## src/rtl/button_debouncer_multi.sv

```systemverilog
// button_debouncer_multi: N-channel synchronised debouncer with press/release pulses, short/long press and auto-repeat
module button_debouncer_multi #(
    parameter int N_CH = 4,
    parameter int FREQ = 50000000,
    parameter int DEBOUNCE_US = 10000,
    parameter int LONG_MS = 800,
    parameter int REPEAT_MS = 150,
    parameter logic [N_CH-1:0] REPEAT_MASK = {N_CH{1'b1}},
    parameter bit ACTIVE_LOW = 1'b1
) (
    input  logic            CLK,
    input  logic            RST_N,
    input  logic [N_CH-1:0] switch_input,
    output logic [N_CH-1:0] level,
    output logic [N_CH-1:0] trans_up,
    output logic [N_CH-1:0] trans_dn,
    output logic [N_CH-1:0] short_press,
    output logic [N_CH-1:0] long_press,
    output logic [N_CH-1:0] repeat_tick,
    output logic            any_event
);
    localparam int US_DIV = FREQ / 1000000;
    localparam int UW = US_DIV > 1 ? $clog2(US_DIV) : 1;
    localparam int MW = $clog2(1000);
    localparam int DW = DEBOUNCE_US > 1 ? $clog2(DEBOUNCE_US) : 1;
    localparam int HMAX = LONG_MS > REPEAT_MS ? LONG_MS : REPEAT_MS;
    localparam int HW = $clog2(HMAX + 1);

    typedef enum logic [1:0] {RELEASED, PRESSED, HELD} hold_t;

    logic [1:0]      rst_ff;
    logic            rst_n_s;
    logic [N_CH-1:0] sync1, sync2, pressed, accept;
    logic [UW-1:0]   us_cnt;
    logic [MW-1:0]   ms_cnt;
    logic            us_tick, ms_tick;
    logic [DW-1:0]   deb_cnt [N_CH];
    logic [HW-1:0]   hold_cnt [N_CH];
    hold_t           st [N_CH];

    // reset asserts immediately but releases on a clock edge
    always_ff @(posedge CLK or negedge RST_N) begin
        if (!RST_N) rst_ff <= '0;
        else rst_ff <= {rst_ff[0], 1'b1};
    end
    assign rst_n_s = rst_ff[1];

    always_ff @(posedge CLK or negedge rst_n_s) begin
        if (!rst_n_s) begin
            sync1 <= {N_CH{ACTIVE_LOW}};
            sync2 <= {N_CH{ACTIVE_LOW}};
            us_cnt <= '0;
            ms_cnt <= '0;
        end else begin
            sync1 <= switch_input;
            sync2 <= sync1;
            us_cnt <= us_tick ? '0 : us_cnt + 1'b1;
            if (us_tick) ms_cnt <= ms_tick ? '0 : ms_cnt + 1'b1;
        end
    end

    assign pressed = ACTIVE_LOW ? ~sync2 : sync2;
    assign us_tick = us_cnt == UW'(US_DIV - 1);
    assign ms_tick = us_tick && ms_cnt == MW'(999);
    assign any_event = |{trans_up, trans_dn, short_press, long_press, repeat_tick};

    always_comb
        for (int i = 0; i < N_CH; i++)
            accept[i] = us_tick && pressed[i] != level[i] && deb_cnt[i] == DW'(DEBOUNCE_US - 1);

    // an accepted level change takes priority over any hold event on the same ms tick
    always_ff @(posedge CLK or negedge rst_n_s) begin
        if (!rst_n_s) begin
            level <= '0;
            trans_up <= '0;
            trans_dn <= '0;
            short_press <= '0;
            long_press <= '0;
            repeat_tick <= '0;
            for (int i = 0; i < N_CH; i++) begin
                st[i] <= RELEASED;
                deb_cnt[i] <= '0;
                hold_cnt[i] <= '0;
            end
        end else begin
            trans_up <= '0;
            trans_dn <= '0;
            short_press <= '0;
            long_press <= '0;
            repeat_tick <= '0;
            for (int i = 0; i < N_CH; i++) begin
                deb_cnt[i] <= (pressed[i] == level[i] || accept[i]) ? '0 : us_tick ? deb_cnt[i] + 1'b1 : deb_cnt[i];
                if (accept[i]) begin
                    level[i] <= pressed[i];
                    trans_up[i] <= pressed[i];
                    trans_dn[i] <= !pressed[i];
                    short_press[i] <= !pressed[i] && st[i] == PRESSED;
                    st[i] <= pressed[i] ? PRESSED : RELEASED;
                    hold_cnt[i] <= '0;
                end else if (ms_tick && st[i] == PRESSED) begin
                    if (hold_cnt[i] == HW'(LONG_MS - 1)) begin
                        long_press[i] <= 1'b1;
                        st[i] <= HELD;
                        hold_cnt[i] <= '0;
                    end else hold_cnt[i] <= hold_cnt[i] + 1'b1;
                end else if (ms_tick && st[i] == HELD && REPEAT_MASK[i]) begin
                    if (hold_cnt[i] == HW'(REPEAT_MS - 1)) begin
                        repeat_tick[i] <= 1'b1;
                        hold_cnt[i] <= '0;
                    end else hold_cnt[i] <= hold_cnt[i] + 1'b1;
                end
            end
        end
    end
endmodule

```

## config.mk

```make
export PLATFORM = sky130hd
export DESIGN_NAME = button_debouncer_multi
export DESIGN_NICKNAME = d
export VERILOG_FILES = /design/src/rtl/button_debouncer_multi.sv
export SDC_FILE = /design/constraint.sdc
export NUM_CORES = 1
export LEC_CHECK = 0
export CORE_MARGIN = 2
export CORE_UTILIZATION = 25
export CTS_CLUSTER_SIZE = 24
export DETAILED_ROUTE_END_ITERATION = 8
export DONT_BUFFER_PORTS = 1
export GPL_ROUTABILITY_DRIVEN = 0
export HOLD_SLACK_MARGIN = 0.06
export PLACE_DENSITY = 0.46
export SLEW_MARGIN = 0
export SYNTH_ARGS = -nofsm -noshare
export SYNTH_HDL_FRONTEND = slang
export SYNTH_SLANG_ARGS = --single-unit
```

## constraint.sdc

```tcl
create_clock -name CLK -period 14.4 [get_ports CLK]
set_input_delay 1.44 -clock CLK [delete_from_list [all_inputs] [get_ports CLK]]
set_output_delay 1.44 -clock CLK [all_outputs]
set_load 0.02 [all_outputs]
```

==> flow_summary.toml, run 1 <==
[placed_design]
port_buffers = 0
dp.cells = 1143
dpl-instance-area_sq_um = 8019
hpwl_um = 12020

[detailed_routing]
vias = 5569
drt_first_iter_violations = 338
wire_per_inst_um = 14.91
drc = 0
drt_pass1_iterations = 5
vias_per_cell = 4.740
wirelength_um = 17520
postRouteAntennaNets = 0

[grt]
antenna_found_initial = 0
grt_max_degree = 65
grt_pass1_vias = 5446
grt_first_pass_wirelength_um = 28990
overflow = 0
grt_usage = 0.1161

[synth]
synth_nets = 790
synth_top_family_by_area = "simple AND/OR/NAND/NOR gates"
synth_edf_count = 0
yosys.area_share.simple = 0.2747
yosys.area.top_type = "dfrtp_1"
async_flop_share = 1.000
netlist_area_sq_um = 7575
synth_common_cells = "146 x dfrtp_1, 85 x nor2_1, 73 x nand2_1, 40 x a21oi_1, 39 x xor2_1"
synth_warnings = 0
synth_area_per_cell_sq_um = 9.850
muxShareOfSynthArea = 0
synth_seq_cells = 154
synthXorXnorAreaFrac = 0.08094
yosys.cell_count.top_type = "dfrtp_1"
netlist_instances = 769
yosys.area_share.adder = 0.02478
netlist.area_leader.share = 0.4823
yosysUniqueCellTypes = 56
synth.area.top_cells = "dfrtp_1 48%, xor2_1 4.5%, nor2_1 4.2%"
ys.flop_type = "dfrtp_1"
synth_compound_area_frac = 0.08688
yosysSeqAreaShare = 0.5101

[floorplan]
ios = 31
rows = 63
initial_utilization = 0.2549
die_w_um = 178.1
die-area_sq_um = 31710
die_h_um = 178.1
core_area_sq_um = 29720

[timing]
slew_violations = 0
max_slew_margin = 0.2042
fin_crit_ns = 3.064
hold_viol_final = 0
fin_skew_ns = 0.01249
rsz0062_at_grt = "no"
min_period_over_period = 0.2128
setup_viol = 0
hold_ws_ns = 0.2912
fmax_ghz = 0.3263
worst_pin_slew_ns = 1.189
finalSetupTns_ns = 0

[critical_path]
slowest_stage = "dfrtp_1"
max_stage_delay_ns = 0.52
critical-path-top-delay-family = "simple AND/OR/NAND/NOR gates"
cp_data_required_time_ns = 12.96
worstSetupStartpointType = "flip-flop"
ff2ff_path_depth = 5
path_max_fanout = 2
crit_cells = 2
crit_buf_inv = 0
path_cells = "nor4_1, nand3_1"
endpoint_kind = "output pin"
path_class = "flip-flop to output pin"
arrival_ns = 1.62

[layout]
drive_above_1_share = 0.07516
final_cell_count_no_fill = 1175
final_cell_area_sq_um = 8596
n_antenna_cell = 0
areaGrowthSynthToFinish_pct = 13.48
nNetsFinal = 793

[clock_tree]
cts_tree = "yes"
cts_max_level = 4
cts_root_buf = "clkbuf_16"
clk_pin_slew_ns = 0.06
clkLatencyLatePin_ns = 0.42
cts_buffers = 17
hold_buffers = 0
cts_buffer_depth = 2
cts.sinks = 154
postCtsSetupBuffers = 0
cts_resized = 0

[power_and_ir_drop]
p_leak_nw = 3.486
powerDensity_nw_per_um2 = 103.3
ir_drop_uv = 65.85

[run]
cap_viol_max_count = 0

[min_path]
hold_class = "flip-flop to async pin"

[status]
status = "finished, final reports clean"
where the power goes:
| group | internal, W | total [W] | leakage, nW | switching [W] |
|---|---|---|---|---|
| clock network | 0.000258 | 0.000439 | 0.277 | 0.000181 |
| registers | 0.000435 | 0.000438 | 2.11 | 0.00000322 |
| logic | 0.000000989 | 0.0000108 | 1.10 | 0.00000976 |
metrics by stage:
stage          setup WS, ns  total power, W    util
5_1_grt               11.11       0.0009238  0.2893
3_5_place_dp          11.37       0.0004581  0.2698
3_3_place_gp          11.47       0.0004581  0.2698
4_1_cts               11.30       0.0009033  0.2893
6_report              11.34       0.0008880  0.2893
2_1_floorplan         9.805       0.0004528       -
placed cells by master (no fill, tap or decap), drive strengths merged, types with 3 or more instances in the layout:
| cell | count |
|---|---|
| or4 | 19 |
| and3 | 12 |
| nand2 | 73 |
| dfstp | 8 |
| and4 | 6 |
| nor4 | 21 |
| or4b | 7 |
| nor4b | 7 |
| o31ai | 17 |
| clkbuf | 24 |
| a21oi | 40 |
| buf | 5 |
| nand3 | 32 |
| and4b | 3 |
| clkinv | 3 |
| nand4 | 28 |
| xnor2 | 31 |
| ha | 15 |
| a21o | 7 |
| inv | 24 |
| or2 | 4 |
| o21ai | 31 |
| nand4b | 6 |
| and2 | 10 |
| or3b | 3 |
| dfrtp | 146 |
| nor3 | 18 |
| nor2 | 85 |
| nor2b | 9 |
| xor2 | 39 |
| nand3b | 4 |
| or3 | 12 |
| nand2b | 11 |
path summary, 6_finish.rpt:
kind	startpoint	to	slack, ns
max in group asynchronous	rst_ff[1]	ms_cnt[7]	12.93
min in group CLK	rst_ff[0]	rst_ff[1]	0.35
setup reg to reg	us_cnt[2]	hold_cnt[39]	11.40
setup / recovery	trans_up[0]	any_event	11.34
hold reg to reg	rst_ff[1]	deb_cnt[19]	0.29
hold / removal	rst_ff[1]	deb_cnt[19]	0.29
final cells by class:
| class | instances | area [sq um] |
|---|---|---|
| Timing Repair Buffer | 5 | 37.54 |
| Fill cell | 3081 | 21120 |
| Tap cell | 390 | 488.0 |
| Clock inverter | 8 | 85.08 |
| Multi-Input combinational cell | 572 | 3543 |
| Sequential cell | 154 | 3867 |
| Inverter | 22 | 82.58 |
| Clock buffer | 24 | 491.7 |
cells by family after synthesis:
logic type / count (synthesis)
compound gates: 110
xor+xnor: 70
fa+ha+maj: 15
buf+inv: 43
flops: 154
other cells: 1
simple gates: 376
metal layers:
layer / up-vias / routed length, um / share of wire / GRT usage
li1: 2753 / - / - / -
met1: 2744 / 8802 / 0.50 / 0.1618
met2: 60 / 8080 / 0.46 / 0.1809
met3: 12 / 487 / 0.028 / 0.02451
met4: 0 / 152 / 0.0087 / 0.03415
met5: - / 0 / 0 / 0
state kept, by name (all words and copies together), names as in the netlist, 4 cells and up:
name / flops
deb_cnt: 56
hold_cnt: 40
ms_cnt: 10
st: 8
us_cnt: 6
level: 4
long_press: 4
repeat_tick: 4
short_press: 4
sync1: 4
sync2: 4
trans_dn: 4
trans_up: 4
(Power assumes the default switching activity.)
==> run 2, diff against run 1 <==
--- a/config.mk
+++ b/config.mk
@@ -12,7 +12,7 @@
 export DONT_BUFFER_PORTS = 1
 export GPL_ROUTABILITY_DRIVEN = 0
 export HOLD_SLACK_MARGIN = 0.06
-export PLACE_DENSITY = 0.46
+export PLACE_DENSITY = 0.48
 export SLEW_MARGIN = 0
 export SYNTH_ARGS = -nofsm -noshare
 export SYNTH_HDL_FRONTEND = slang
==> constraint.sdc (replaced) <==
create_clock -name CLK -period 2.8 [get_ports CLK]
set_input_delay 0.28 -clock CLK [delete_from_list [all_inputs] [get_ports CLK]]
set_output_delay 0.28 -clock CLK [all_outputs]
set_load 0.02 [all_outputs]
==> flow_summary.toml, run 2 (same netlist as run 1, synthesis figures left out) <==
[timing]
worst_pin_slew_ns = 0.6750
fin_crit_ns = 2.635
fin_skew_ns = 0.01157
slew_violations = 0
hold_viol_final = 0
min_period_over_period = 0.9412
hold_ws_ns = 0.08627
fmax_ghz = 0.3795
max_slew_margin = 0.5458
rsz0062_at_grt = "no"
setup_viol = 0
finalSetupTns_ns = 0

[detailed_routing]
met1Wirelength_um = 8728
drt_first_iter_violations = 395
wirelength_um = 17060
vias_per_cell = 4.676
postRouteAntennaNets = 0
vias = 5607
dr.max_layer_used = "met4"
drt_pass1_iterations = 4
wire_per_inst_um = 14.23
wl_met2_um = 7731
dr_wl_met3_um = 426
drc = 0

[clock_tree]
cts_root_buf = "clkbuf_16"
cts_buffers = 17
cts_max_level = 4
cts_buffer_depth = 2
postCtsSetupBuffers = 0
cts_tree = "yes"
clkLatencyLatePin_ns = 0.42
clk_pin_slew_ns = 0.07
cts.sinks = 154

[placed_design]
dp.cells = 1162
port_buffers = 0
hpwl_um = 12020

[critical_path]
endpoint_kind = "flip-flop"
max_stage_delay_ns = 0.59
cp-startpoint = "us_cnt[1]"
timing.rr.start = "us_cnt[1]"
worstSetupStartpointType = "flip-flop"
path_cells = "inv_1, ha_1, nand4b_4, or4b_1, or2_2, nand2_1, nor2_1"
slowest_stage = "or4b_1"
path_max_fanout = 14
arrival_ns = 2.92
path_class = "flip-flop to flip-flop"
r2r_slack_ns = 0.16
cp_data_required_time_ns = 3.08

[floorplan]
ios = 31
core_area_sq_um = 29720
die-area_sq_um = 31710
die_w_um = 178.1
die_h_um = 178.1
initial_utilization = 0.2549
rows = 63

[power_and_ir_drop]
p_leak_nw = 3.594
swShare = 0.2224
power.total_w = 0.004562
combPwrFrac = 0.014
clockPowerShare = 0.491
ir_drop_uv = 307.7
cellInternalPower_w = 0.003547
power_switching_w = 0.001014
powerDensity_nw_per_um2 = 517.7
p_seq_frac = 0.494

[grt]
antenna_found_initial = 0
overflow = 0
grt_usage = 0.1156
grt_pass1_vias = 5688
grt_first_pass_wirelength_um = 29420
grt_max_degree = 48

[layout]
final_cell_count_no_fill = 1199
n_antenna_cell = 0
layout_commonest_cell = "dfrtp_1"
regArea_sq_um = 3867
multi_input_area_sq_um = 3550
fillCellCount = 3094
largest-register = "deb_cnt"
drive_above_1_share = 0.09889
most-common-layout-cells = "145 x dfrtp_1, 85 x nor2_1, 73 x nand2_1, 40 x a21oi_1, 39 x xor2_1"
areaGrowthSynthToFinish_pct = 16.32
largest_register_ffs = 56
nNetsFinal = 817
top_regs = "deb_cnt: 56 flops, hold_cnt: 40 flops, ms_cnt: 10 flops"

[min_path]
hold_class = "primary input to async pin"

[status]
status = "finished, final reports clean"

[run]
cap_viol_max_count = 0
[run 2: path summary, 6_finish.rpt]
kind                                    end  cells after the start
worst max-delay path            deb_cnt[34]                      7
worst min-delay path              rst_ff[1]                      1
worst max register to register  deb_cnt[34]                      7
worst min register to register  deb_cnt[36]                      0
max in group asynchronous          sync2[2]                      1
min in group CLK                  rst_ff[1]                      0
[run 2: area by class of cell]
| class | count | area share |
|---|---|---|
| multi-input combinational | 572 | 0.4029 |
| clock buffer | 22 | 0.05382 |
| timing repair buffer | 29 | 0.02897 |
| clock inverter | 10 | 0.01065 |
| inverter | 22 | 0.009372 |
| sequential | 154 | 0.4389 |
| tap | 390 | 0.05538 |
[run 2: power groups by stage]
stage	clock (W)	sequential, W	combinational (W)
after CTS	0.00231	0.00226	0.0000711
final	0.00224	0.00226	0.0000661
after detailed placement	0	0.00230	0.0000645
after floorplan	0	0.00231	0.0000161
after global placement	0	0.00230	0.0000646
after global routing	0.00242	0.00226	0.0000772
[run 2: repair_timing]
| item | 4_1_cts | 5_1_grt |
|---|---|---|
| hold buffers | 5 | 0 |
| gates resized for setup | 0 | 1 |
| endpoints found under the setup margin | 0 | 10 |
| hold endpoints to repair | 6 | 0 |
[run 2: critical path, delay by kind of cell (launching register included)]
family / cells / cell delay, ns
fa+ha+maj: 1 / 0.29
buf+inv: 1 / 0.06
flops: 1 / 0.40
simple gates: 5 / 1.75
[run 2: per-stage QoR]
step	util	setup WS (ns)	cell area [sq um]
after floorplan	-	0.2556	7576
after global placement	0.2755	0.2089	8187
after detailed placement	0.2755	0.1386	8187
after CTS	0.2963	0.1222	8805
after global routing	0.2965	0.002377	8811
final	0.2965	0.1646	8811
[run 2: layer usage]
layer | up-vias | GRT usage
li1 | 2801 | -
met1 | 2726 | 0.1616
met2 | 64 | 0.1806
met3 | 16 | 0.02515
met4 | 0 | 0.03005
met5 | - | 0
